### src/rtl/ddr_rx_if.sv
// Handshake/bus bundle for the DDR receive deserializer: DDR nibble input,
// FWFT byte output with valid/ready, and link status.
interface ddr_rx_if;
  logic [3:0] ddr_d;
  logic       ddr_en;
  logic [7:0] out_data;
  logic       out_valid;
  logic       out_ready;
  logic       locked;
  logic       ovf;
  logic [7:0] err_cnt;

  modport master (
    output ddr_d, ddr_en, out_ready,
    input  out_data, out_valid, locked, ovf, err_cnt
  );

  modport slave (
    input  ddr_d, ddr_en, out_ready,
    output out_data, out_valid, locked, ovf, err_cnt
  );
endinterface

### src/rtl/ddr_rx_deserializer.sv
// DDR nibble-to-byte receiver: sync-word hunt, then payload into a FWFT FIFO.
// Optional DDR_RX_ERRCNT_EN builds a saturating dropped-byte counter on err_cnt.
module ddr_rx_deserializer #(
  parameter logic [7:0] SYNC_WORD = 8'hA5,
  parameter int         DEPTH     = 4
) (
  input  logic    i_clk,
  input  logic    i_rst,
  ddr_rx_if.slave bus
);
  localparam int AW    = $clog2(DEPTH);
  localparam int PTR_W = AW + 1;

  typedef enum logic {HUNT, LOCKED} state_t;

  state_t           r_state;
  logic [3:0]       r_neg_nib;
  logic [7:0]       r_mem [DEPTH];
  logic [PTR_W-1:0] r_wr_ptr, r_rd_ptr;
  logic             r_ovf;

  logic [7:0] w_byte_raw;
  logic       w_full, w_empty, w_push, w_pop, w_drop;

  // High-phase nibble, held until the following rising edge pairs it.
  always_ff @(negedge i_clk) begin
    if (!i_rst) r_neg_nib <= 4'h0;
    else        r_neg_nib <= bus.ddr_d;
  end

  assign w_byte_raw = {r_neg_nib, bus.ddr_d};
  assign w_empty    = (r_wr_ptr == r_rd_ptr);
  assign w_full     = (r_wr_ptr == {~r_rd_ptr[PTR_W-1], r_rd_ptr[AW-1:0]});
  assign w_pop      = !w_empty && bus.out_ready;
  assign w_push     = (r_state == LOCKED) && bus.ddr_en;
  // A full FIFO still accepts a push when the head is popped on the same edge.
  assign w_drop     = w_push && w_full && !w_pop;

  always_ff @(posedge i_clk) begin
    if (!i_rst) begin
      r_state  <= HUNT;
      r_wr_ptr <= '0;
      r_rd_ptr <= '0;
      r_ovf    <= 1'b0;
    end else begin
      case (r_state)
        HUNT:    if (bus.ddr_en && w_byte_raw == SYNC_WORD) r_state <= LOCKED;
        LOCKED:  if (!bus.ddr_en) r_state <= HUNT;
        default: r_state <= HUNT;
      endcase
      if (w_push && !w_drop) r_wr_ptr <= r_wr_ptr + 1'b1;
      if (w_pop)             r_rd_ptr <= r_rd_ptr + 1'b1;
      if (w_drop)            r_ovf    <= 1'b1;
    end
  end

  always_ff @(posedge i_clk) begin
    if (w_push && !w_drop) r_mem[r_wr_ptr[AW-1:0]] <= w_byte_raw;
  end

`ifdef DDR_RX_ERRCNT_EN
  logic [7:0] r_err_cnt;

  always_ff @(posedge i_clk) begin
    if (!i_rst)                          r_err_cnt <= 8'h00;
    else if (w_drop && r_err_cnt != 8'hFF) r_err_cnt <= r_err_cnt + 8'd1;
  end

  assign bus.err_cnt = r_err_cnt;
`else
  assign bus.err_cnt = 8'h00;
`endif

  assign bus.out_data  = r_mem[r_rd_ptr[AW-1:0]];
  assign bus.out_valid = !w_empty;
  assign bus.locked    = (r_state == LOCKED);
  assign bus.ovf       = r_ovf;
endmodule

### src/flat_wrapper.sv
// flat-port wrapper written by rule: the top's interface ports become plain ports
module ddr_rx_deserializer_flat 
#(
  parameter logic [7:0] SYNC_WORD = 8'hA5,
  parameter int         DEPTH     = 4
)
  (i_clk, i_rst, bus_ddr_d, bus_ddr_en, bus_out_ready, bus_out_data, bus_out_valid, bus_locked, bus_ovf, bus_err_cnt);
  ddr_rx_if bus_i ();
  input  logic i_clk;
  input  logic i_rst;
  input wire logic [$bits(bus_i.ddr_d)-1:0] bus_ddr_d;
  input wire logic [$bits(bus_i.ddr_en)-1:0] bus_ddr_en;
  input wire logic [$bits(bus_i.out_ready)-1:0] bus_out_ready;
  output wire logic [$bits(bus_i.out_data)-1:0] bus_out_data;
  output wire logic [$bits(bus_i.out_valid)-1:0] bus_out_valid;
  output wire logic [$bits(bus_i.locked)-1:0] bus_locked;
  output wire logic [$bits(bus_i.ovf)-1:0] bus_ovf;
  output wire logic [$bits(bus_i.err_cnt)-1:0] bus_err_cnt;
  assign bus_i.ddr_d = bus_ddr_d;
  assign bus_i.ddr_en = bus_ddr_en;
  assign bus_i.out_ready = bus_out_ready;
  assign bus_out_data = bus_i.out_data;
  assign bus_out_valid = bus_i.out_valid;
  assign bus_locked = bus_i.locked;
  assign bus_ovf = bus_i.ovf;
  assign bus_err_cnt = bus_i.err_cnt;
  ddr_rx_deserializer #(.SYNC_WORD(SYNC_WORD), .DEPTH(DEPTH)) u_core (.i_clk(i_clk), .i_rst(i_rst), .bus(bus_i));
endmodule
### config.mk
export PLATFORM = sky130hd
export DESIGN_NAME = ddr_rx_deserializer_flat
export DESIGN_NICKNAME = d
export VERILOG_FILES = /design/src/rtl/ddr_rx_if.sv /design/src/rtl/ddr_rx_deserializer.sv /design/src/flat_wrapper.sv
export SDC_FILE = /design/constraint.sdc
export NUM_CORES = 1
export LEC_CHECK = 0
export ABC_AREA = 0
export BUFFER_PORTS_ARGS = -buffer_cell sky130_fd_sc_hd__buf_2
export CAP_MARGIN = 5
export CORE_MARGIN = 3
export CORE_UTILIZATION = 40
export DETAILED_ROUTE_END_ITERATION = 6
export PLACE_DENSITY = 0.57
export SETUP_SLACK_MARGIN = 0.2
export SLEW_MARGIN = 30
export SYNTH_ARGS = -nofsm -noshare
export SYNTH_HDL_FRONTEND = slang
export SYNTH_SLANG_ARGS = --single-unit
### constraint.sdc
create_clock -name i_clk -period 1.6 [get_ports i_clk]
set_input_delay 0.08 -clock i_clk [delete_from_list [all_inputs] [get_ports i_clk]]
set_output_delay 0.08 -clock i_clk [all_outputs]
set_load 0.02 [all_outputs]
* Word level (Yosys, flattened, before mapping)
Memories as Yosys holds them, arrays and structs flattened. A register that Yosys moved wholly into a read port is not among the register bits. Index checks and enable logic that the tools add are counted.
Storage, ports and cells: register bits 12, memory bits (writable) 32, input port bits 8, output and inout port bits 19, logic and storage cells 29, memories kept 1
Memories:
- u_core.r_mem | words 4, width 8, rd ports 1, clocked after memory_dff 1, wr ports 1, line ddr_rx_deserializer.sv:18 | logic [7:0] r_mem [DEPTH];
Operators by class: add/sub/neg operators 2, equality and inequality tests 3, mux-type cells 7, bitwise logic cells 2, reduce and logical (&&, ||, !) cells 9
Operators by type and width (number):
- 8-bit == test (second input constant) | 1
- 3-bit by 1-bit adder with 3-bit output (second input constant) | 2
- 3-bit == test | 2
- 1-bit logical AND | 6
- 1-bit 2-to-1 mux | 4
- 2-bit 2-to-1 mux | 2
- 1-bit zero test | 3
- 1-bit NOT | 2
- 1-bit case mux with 2 select lines | 1

* Depth between registers and ports, before layout
Gate-level depths: netlist (run 1).
word-level depth 9, depth in mapped cells 4, gate-level depth less buffers 4

==> impl_metrics.py, run 1 <==
metrics = {
    "timing": {
        "setup_violations": 9,
        "rsz0062_at_grt": "yes",
        "finClkSkew_ns": 0.0703,
        "hold_ws_ns": 0.0216,
        "setup_slack_ns": -0.0856,
        "hold_viol": 0,
        "slew_viol_final": 0,
    },
    "critical_path": {
        "crit_type": "flop to flop",
        "critical_path.max_fanout": 2,
        "critPathMaxStageDelay_ns": 0.33,
        "reg2regPathDepth": 3,
        "critical_path_required_ns": 1.84,
        "critPathLaunchType": "flop",
        "endpoint": "u_core.bus.locked$_SDFF_PN0_",
        "critPathSlowestCell": "dfxtp_2",
        "cp.arrival_ns": 1.92,
        "crit_chain": "nor4bb_4 -> a21oi_1 -> nor2_1",
        "r2r-start": "u_core.r_neg_nib[0]$_SDFF_NN0_",
        "cp-end-kind": "flop",
        "r2r_end": "u_core.bus.locked$_SDFF_PN0_",
        "reg2reg_slack_ns": -0.09,
        "setup.worst_path.start": "u_core.r_neg_nib[0]$_SDFF_NN0_",
    },
    "global_route": {
        "grt_max_degree": 15,
        "grt_pass1_wl_um": 5300,
        "grt_util_met2_pct": 23.5,
        "grt_pass1_vias": 1059,
        "gr-usage-met1_pct": 14.6,
        "grtUsageMet3_pct": 4.81,
        "antenna_found_initial": 0,
        "busiest_layer": "met2",
        "grt_overflow_total": 0,
        "grtUsageTotal_pct": 13.2,
    },
    "layout": {
        "antenna_cells": 0,
        "drive_above_1_share_pct": 53.0,
        "area_delta_synth_final_pct": 37.3,
        "fin_nets": 178,
    },
    "pwr": {
        "swShare_pct": 20.0,
        "pwr-share-comb_pct": 3.3,
        "internal-power_w": 0.00177,
        "p_clk_share_pct": 39.0,
        "finalPower_w": 0.00222,
        "power.leakage_nw": 0.973,
        "seq_power_share_pct": 57.7,
        "p_switching_w": 0.000444,
        "cellPowerDensity_nw_per_um2": 856,
        "peakVddDrop_mv": 0.350,
    },
    "logic_synthesis": {
        "synth.most_common_cell": "edfxtp_1",
        "synth_area_um2": 1890,
        "synth_edf_count": 32,
        "synthTopCellsByCount": "edfxtp_1, dfxtp_1, and2_1",
        "ys_async_sr_fraction_pct": 0,
        "netlist_instances": 117,
        "yosys-top-cells-area": "edfxtp_1, dfxtp_1, mux4_2",
        "synth_seq_cells": 46,
        "yosys.area.top_type": "edfxtp_1",
        "synth_cell_types": 30,
        "synth_top_area_share_pct": 50.9,
        "ys_seq_area_share_pct": 65.8,
        "syn_area_per_cell_um2": 16.1,
        "ys.flop_type": "edfxtp_1",
        "ys_warn_count": 0,
    },
    "route": {
        "drt-total-wl_um": 3430,
        "via_count": 1047,
        "routedWlPerCell_um": 15.8,
        "first_iter_violations": 49,
        "viasPerCell": 4.80,
        "drc": 0,
        "first_pass_iters": 5,
        "ant_nets": 0,
    },
    "outcome": {
        "status": "finished with violations",
        "failed_checks": "negative setup slack",
    },
    "clocking": {
        "cts.clk_slew.worst_paths_ns": 0.08,
        "clock_sinks": 46,
        "insertion_delay_ns": 0.36,
        "cts_tree": "yes",
        "htree_levels": 2,
        "cts.path.max_buffers": 2,
        "root_buffer": "clkbuf_8",
        "cts_buffers": 5,
    },
    "die": {
        "start_util_pct": 42.5,
        "fp.dieH_um": 74.7,
        "ioPinCount": 27,
        "rows": 24,
        "dieArea_um2": 5580,
        "fp.dieW_um": 74.7,
        "core-area_um2": 4440,
    },
    "job": {
        "cap_violations": 0,
    },
    "place": {
        "port_buffers": 18,
        "gp_congestion": 0.729,
        "hpwl_um": 2080,
    },
    "min_path": {
        "min_from": "bus_ddr_d[1]",
        "hp-class": "input pin to flop",
    },
}
critical path, delay by kind of cell, from the launching register on:
family	cells	cell delay, ns
AO/OA/AOI/OAI	1	0.10
AND/OR/NAND/NOR	2	0.33
flip-flops	1	0.33
cells in the final DEF, fill, tap and decap left out, types with 2 or more instances in the layout:
cell type  count
edfxtp_1      32
buf_6         21
dfxtp_2       11
buf_4         10
buf_2          9
mux4_2         8
conb_1         8
and2_1         7
inv_1          7
and2_4         6
nand2_1        5
ha_1           5
clkbuf_8       5
xor2_4         3
xnor2_4        2
xnor2_2        2
nand3_1        2
nor2_1         2
dfxtp_1        2
cell type report:
| class | count | area [µm²] |
|---|---|---|
| Clock inverter | 7 | 55.1 |
| Inverter | 3 | 11.3 |
| Clock buffer | 5 | 68.8 |
| Timing Repair Buffer | 41 | 377 |
| Tap cell | 52 | 65.1 |
| Sequential cell | 46 | 1260 |
| Multi-Input combinational cell | 64 | 754 |
| Fill cell | 356 | 1850 |
sequential cells by signal, indices dropped and copies added, names as in the netlist, named ones only:
signal,flops
u_core.r_neg_nib,4
u_core.bus.locked,1
u_core.r_rd_ptr,3
u_core.bus.ovf,1
u_core.r_mem,32
u_core.r_wr_ptr,3
logic make-up (layout without fill, tap and decap cells):
family	after synthesis	in the layout	synth area share (%)
compound gates	7	7	3.78
xor+xnor	8	8	4.11
fa+ha+maj	5	5	3.32
buf+inv	15	56	4.64
flops	46	46	65.8
mux	9	9	10.1
other cells	1	8	0.199
simple gates	26	27	8.09
stage by stage:
stage	setup TNS, ns	area (µm²)	std cells	util, %	setup WS [ns]
after floorplan	0	1920	124	-	0.00934
after global placement	0	2080	193	46.8	0.00301
after detailed placement	-0.0345	2080	193	46.8	-0.0345
after CTS	-0.187	2460	214	55.4	-0.0753
after global routing	-0.548	2590	218	58.3	-0.126
final	-0.459	2590	218	58.3	-0.0856
layer usage:
layer	part of all wire, %	vias to the layer above
li1	-	503
met1	40	518
met2	55	21
met3	3.9	5
met4	1.2	0
met5	0	-
how the worst min path moves through the flow:
stage                                        end  slack [ns]  cells past startpoint
finish              u_core.r_mem[1][1]$_DFFE_PP_        0.02                      1
global route        u_core.r_mem[1][1]$_DFFE_PP_        0.02                      1
CTS                 u_core.bus.locked$_SDFF_PN0_        0.02                      3
detailed placement  u_core.r_mem[0][0]$_DFFE_PP_        0.33                      1
global placement    u_core.r_mem[0][0]$_DFFE_PP_        0.33                      1
floorplan           u_core.r_mem[0][0]$_DFFE_PP_        0.18                      0
power by group through the flow:
stage,Clock [W],Sequential (W),Combinational (W)
finish,0.000865,0.00128,0.0000735
global route,0.000953,0.00128,0.0000801
CTS,0.000881,0.00128,0.0000681
detailed placement,0.0000195,0.00130,0.0000606
global placement,0.0000195,0.00130,0.0000602
floorplan,0.0000195,0.00131,0.0000429
timing repair:
item,in CTS,in global routing
setup buffers,9,4
hold endpoints to repair,0,0
gates cloned,1,0
gates resized for setup,48,18
pin swaps,9,18
setup endpoints to repair,61,65
hold buffers,0,0
Power figures use the tool's default switching activity.
==> run 2: changes to the inputs <==
--- a/config.mk
+++ b/config.mk
@@ -8,7 +8,8 @@
 export ABC_AREA = 0
 export BUFFER_PORTS_ARGS = -buffer_cell sky130_fd_sc_hd__buf_2
 export CAP_MARGIN = 5
-export CORE_MARGIN = 3
+export CORE_ASPECT_RATIO = 0.8
+export CORE_MARGIN = 5
 export CORE_UTILIZATION = 40
 export DETAILED_ROUTE_END_ITERATION = 6
 export PLACE_DENSITY = 0.57
==> impl_metrics.py, run 2 (same netlist as run 1, synthesis figures left out) <==
metrics = {
    "outcome": {
        "status": "finished with violations",
        "failed_checks": "negative setup slack",
    },
    "pwr": {
        "power.leakage_nw": 0.894,
        "pwr-share-comb_pct": 3.4,
        "p_clk_share_pct": 35.0,
        "swShare_pct": 20.4,
        "peakVddDrop_mv": 0.323,
        "cellPowerDensity_nw_per_um2": 847,
        "internal-power_w": 0.00165,
        "p_switching_w": 0.000425,
        "seq_power_share_pct": 61.6,
    },
    "die": {
        "core-area_um2": 4570,
        "start_util_pct": 41.3,
        "rows": 22,
        "ioPinCount": 27,
        "fp.dieW_um": 86.8,
        "fp.dieH_um": 71.4,
        "dieArea_um2": 6200,
    },
    "route": {
        "viasPerCell": 4.68,
        "first_iter_violations": 16,
        "first_pass_iters": 4,
        "drt-total-wl_um": 3530,
        "ant_nets": 0,
        "drc": 0,
        "routedWlPerCell_um": 16.2,
        "via_count": 1020,
    },
    "layout": {
        "fin_nets": 170,
        "final_cells": 218,
        "fin_util_pct": 53.7,
        "drive_above_1_share_pct": 46.2,
        "largest_reg_flops": 32,
        "area_delta_synth_final_pct": 30.0,
        "final_cell_mix": "edfxtp_1, buf_6, dfxtp_2",
        "nFillCells": 388,
        "final_common_cell": "edfxtp_1",
        "finalInstanceArea_um2": 2450,
        "antenna_cells": 0,
    },
    "place": {
        "port_buffers": 18,
        "dp.cells": 202,
        "gp_congestion": 0.804,
        "place_area_um2": 2100,
        "hpwl_um": 2310,
        "dp_slack_ns": -0.0653,
    },
    "critical_path": {
        "critPathMaxStageDelay_ns": 0.32,
        "setup.worst_path.start": "u_core.r_neg_nib[0]$_SDFF_NN0_",
        "cp.arrival_ns": 1.93,
        "r2r-start": "u_core.r_neg_nib[0]$_SDFF_NN0_",
        "reg2reg_slack_ns": -0.09,
        "critical_path_required_ns": 1.84,
        "critical_path.max_fanout": 2,
        "crit_chain": "nor4bb_4 -> a21oi_1 -> nor2_1",
        "reg2regPathDepth": 3,
        "cp_top_family": "simple AND/OR/NAND/NOR gates",
        "cp.depth": 3,
        "cp-end-kind": "flop",
        "crit_type": "flop to flop",
        "critPathLaunchType": "flop",
        "r2r_end": "u_core.bus.locked$_SDFF_PN0_",
        "endpoint": "u_core.bus.locked$_SDFF_PN0_",
        "critPathSlowestCell": "dfxtp_2",
        "crit_buf_inv": 0,
    },
    "timing": {
        "slew_viol_final": 0,
        "setup_violations": 5,
        "rsz0062_at_grt": "yes",
        "finClkSkew_ns": 0.0589,
        "setup_slack_ns": -0.0915,
        "tns_ns": -0.245,
        "hold_viol": 0,
    },
    "global_route": {
        "antenna_found_initial": 0,
        "grt_overflow_total": 0,
        "grtUsageTotal_pct": 12.5,
        "grt_pass1_vias": 1090,
        "grt_max_degree": 14,
        "grt_pass1_wl_um": 5590,
    },
    "clocking": {
        "root_buffer": "clkbuf_8",
        "cts.clk_slew.worst_paths_ns": 0.08,
        "clock_sinks": 46,
        "htree_levels": 2,
        "cts_buffers": 5,
        "insertion_delay_ns": 0.35,
        "cts_tree": "yes",
        "cts.path.max_buffers": 2,
    },
    "min_path": {
        "hp-class": "input pin to flop",
    },
    "job": {
        "cap_violations": 0,
    },
}
run 2: cell types whose count changed in the layout (fill, tap and decap cells not counted), sizes merged:
cell | before | now
clkinvlp | 1 | 0
clkinv | 1 | 2
bufinv | 1 | 0
buf | 41 | 33
clkbuf | 5 | 6
run 2: per-layer routing:
metal	global-route usage [%]	share of wire (%)	vias to the layer above
met5	0	0	-
met4	4.67	0.60	0
met3	3.45	3.3	2
met2	21.1	53	21
met1	15.2	43	508
li1	-	-	489
run 2: worst min-delay path by stage:
stage,start,end,cells past startpoint
2_1_floorplan,bus_ddr_d[0],u_core.r_mem[0][0]$_DFFE_PP_,0
3_3_place_gp,bus_ddr_d[1],u_core.r_mem[0][1]$_DFFE_PP_,1
3_5_place_dp,bus_ddr_d[1],u_core.r_mem[1][1]$_DFFE_PP_,1
4_1_cts,bus_ddr_d[1],u_core.r_mem[1][1]$_DFFE_PP_,1
5_1_grt,bus_ddr_d[1],u_core.r_mem[0][1]$_DFFE_PP_,1
6_report,bus_ddr_d[1],u_core.r_mem[1][1]$_DFFE_PP_,1
run 2: power groups by stage:
| stage | logic [W] | clock network, W | registers (W) |
|---|---|---|---|
| after floorplan | 0.0000429 | 0.0000195 | 0.00131 |
| after global placement | 0.0000597 | 0.0000195 | 0.00130 |
| after detailed placement | 0.0000619 | 0.0000195 | 0.00130 |
| after CTS | 0.0000666 | 0.000746 | 0.00128 |
| after global routing | 0.0000779 | 0.000801 | 0.00128 |
| final | 0.0000709 | 0.000728 | 0.00128 |
run 2: layout make-up:
type | count | area, µm² | area share (%)
inverter | 3 | 11.3 | 0.459
timing repair buffer | 33 | 294 | 12.0
clock buffer | 6 | 82.6 | 3.37
multi-input combinational | 64 | 711 | 29.0
clock inverter | 6 | 22.5 | 0.918
tap | 60 | 75.1 | 3.06
sequential | 46 | 1260 | 51.2
run 2: per-stage QoR:
stage / hold slack, ns / total power [W]
finish: 0.0278 / 0.00208
global placement: 0.324 / 0.00138
detailed placement: 0.329 / 0.00139
global route: 0.0300 / 0.00216
floorplan: 0.179 / 0.00137
CTS: 0.0225 / 0.00209
run 2: repair_timing:
action                                  4_1_cts  5_1_grt
gates cloned                                  1        0
gates resized for setup                      46        7
buffers inserted                              3        1
hold buffers                                  0        0
endpoints found under the setup margin       60       65
pin swaps                                     9        5
==> run 3: changes to the inputs <==
--- a/config.mk
+++ b/config.mk
@@ -13,6 +13,7 @@
 export CORE_UTILIZATION = 40
 export DETAILED_ROUTE_END_ITERATION = 6
 export PLACE_DENSITY = 0.57
+export RECOVER_POWER = 100
 export SETUP_SLACK_MARGIN = 0.2
 export SLEW_MARGIN = 30
 export SYNTH_ARGS = -nofsm -noshare
==> constraint.sdc (replaced) <==
create_clock -name i_clk -period 1.6 [get_ports i_clk]
set_input_delay 0.16 -clock i_clk [delete_from_list [all_inputs] [get_ports i_clk]]
set_output_delay 0.16 -clock i_clk [all_outputs]
set_load 0.02 [all_outputs]
==> impl_metrics.py, run 3 (same netlist as run 1, synthesis figures left out) <==
metrics = {
    "die": {
        "rows": 22,
        "start_util_pct": 41.3,
        "ioPinCount": 27,
        "core-area_um2": 4570,
        "fp.dieH_um": 71.4,
        "dieArea_um2": 6200,
        "fp.dieW_um": 86.8,
    },
    "layout": {
        "final_cells": 223,
        "fin_nets": 175,
        "largest_reg_flops": 32,
        "final_cell_mix": "edfxtp_1, buf_6, dfxtp_2, buf_4",
        "fin_util_pct": 54.9,
        "antenna_cells": 0,
        "final_common_cell": "edfxtp_1",
        "drive_above_1_share_pct": 47.2,
        "area_delta_synth_final_pct": 33.0,
    },
    "clocking": {
        "clock_sinks": 46,
        "root_buffer": "clkbuf_8",
        "insertion_delay_ns": 0.35,
        "cts.path.max_buffers": 2,
        "cts.clk_slew.worst_paths_ns": 0.08,
        "hold_buffers": 0,
        "htree_levels": 2,
        "cts_tree": "yes",
        "cts_buffers": 5,
    },
    "timing": {
        "tns_ns": -0.332,
        "rsz0062_at_grt": "yes",
        "slew_viol_final": 0,
        "hold_viol": 0,
        "finClkSkew_ns": 0.0634,
        "setup_violations": 8,
        "hold_ws_ns": 0.119,
        "setup_slack_ns": -0.111,
    },
    "route": {
        "first_pass_iters": 4,
        "ant_nets": 0,
        "drc": 0,
        "drt-total-wl_um": 3580,
        "routedWlPerCell_um": 16.1,
        "via_count": 1053,
        "viasPerCell": 4.72,
        "first_iter_violations": 48,
    },
    "pwr": {
        "power.leakage_nw": 0.927,
        "peakVddDrop_mv": 0.462,
        "finalPower_w": 0.00221,
        "cellPowerDensity_nw_per_um2": 880,
    },
    "global_route": {
        "antenna_found_initial": 0,
        "grt_overflow_total": 0,
        "grtUsageTotal_pct": 12.4,
        "grt_pass1_vias": 1140,
        "grt_max_degree": 14,
        "grt_pass1_wl_um": 5710,
    },
    "critical_path": {
        "critical_path.max_fanout": 2,
        "endpoint": "u_core.bus.locked$_SDFF_PN0_",
        "critical_path_required_ns": 1.84,
        "r2r-start": "u_core.r_neg_nib[2]$_SDFF_NN0_",
        "crit_type": "flop to flop",
        "cp.arrival_ns": 1.95,
        "setup.worst_path.start": "u_core.r_neg_nib[2]$_SDFF_NN0_",
        "cp-end-kind": "flop",
        "reg2reg_slack_ns": -0.11,
        "critPathLaunchType": "flop",
        "r2r_end": "u_core.bus.locked$_SDFF_PN0_",
        "reg2regPathDepth": 3,
    },
    "place": {
        "dp.cells": 201,
        "gp_congestion": 0.761,
        "port_buffers": 18,
        "hpwl_um": 2260,
    },
    "min_path": {
        "min_from": "bus_ddr_en",
        "hp-class": "input pin to flop",
    },
    "outcome": {
        "status": "finished with violations",
        "failed_checks": "negative setup slack",
    },
    "job": {
        "cap_violations": 0,
    },
}
-- run 3: worst min path at each step --
stage / endpoint / cells past startpoint
floorplan: u_core.r_mem[0][0]$_DFFE_PP_ / 0
global placement: u_core.r_mem[2][2]$_DFFE_PP_ / 1
detailed placement: u_core.r_mem[1][1]$_DFFE_PP_ / 1
CTS: u_core.r_mem[1][2]$_DFFE_PP_ / 1
global route: u_core.bus.locked$_SDFF_PN0_ / 3
finish: u_core.bus.locked$_SDFF_PN0_ / 3
-- run 3: cell type report --
class / instances / area (µm²)
Clock buffer: 5 / 68.8
Inverter: 3 / 11.3
Clock inverter: 7 / 52.6
Sequential cell: 46 / 1260
Timing Repair Buffer: 38 / 328
Fill cell: 359 / 2060
Tap cell: 60 / 75.1
Multi-Input combinational cell: 64 / 718
-- run 3: per-layer routing --
layer | track usage, % | up-vias | wire length, µm
li1 | - | 500 | -
met1 | 15.7 | 510 | 1490
met2 | 20.1 | 33 | 1860
met3 | 2.87 | 10 | 151
met4 | 6.06 | 0 | 84
met5 | 0 | - | 0
-- run 3: what timing repair did --
action | in CTS | in global routing
resized for setup | 37 | 17
pin swaps | 6 | 12
gates cloned | 1 | 0
endpoints found under the setup margin | 61 | 65
buffers inserted | 5 | 5
-- run 3: stage by stage --
stage	setup slack, ns	instance area [µm²]
floorplan	0.00934	1920
global placement	0.00750	2100
detailed placement	-0.0695	2100
CTS	-0.102	2400
global route	-0.163	2510
finish	-0.111	2510
-- run 3: worst max-delay path, cell delays in order (launching register included) --
cell and delay, ns:
dfxtp_2 0.32, nor4bb_2 0.29, a21oi_1 0.10, nor2_1 0.09
-- run 3: where the power goes --
part | internal [W] | total, W | switching [W]
Clock | 0.000469 | 0.000862 | 0.000393
Sequential | 0.00128 | 0.00128 | 0.00000380
Combinational | 0.0000235 | 0.0000679 | 0.0000444
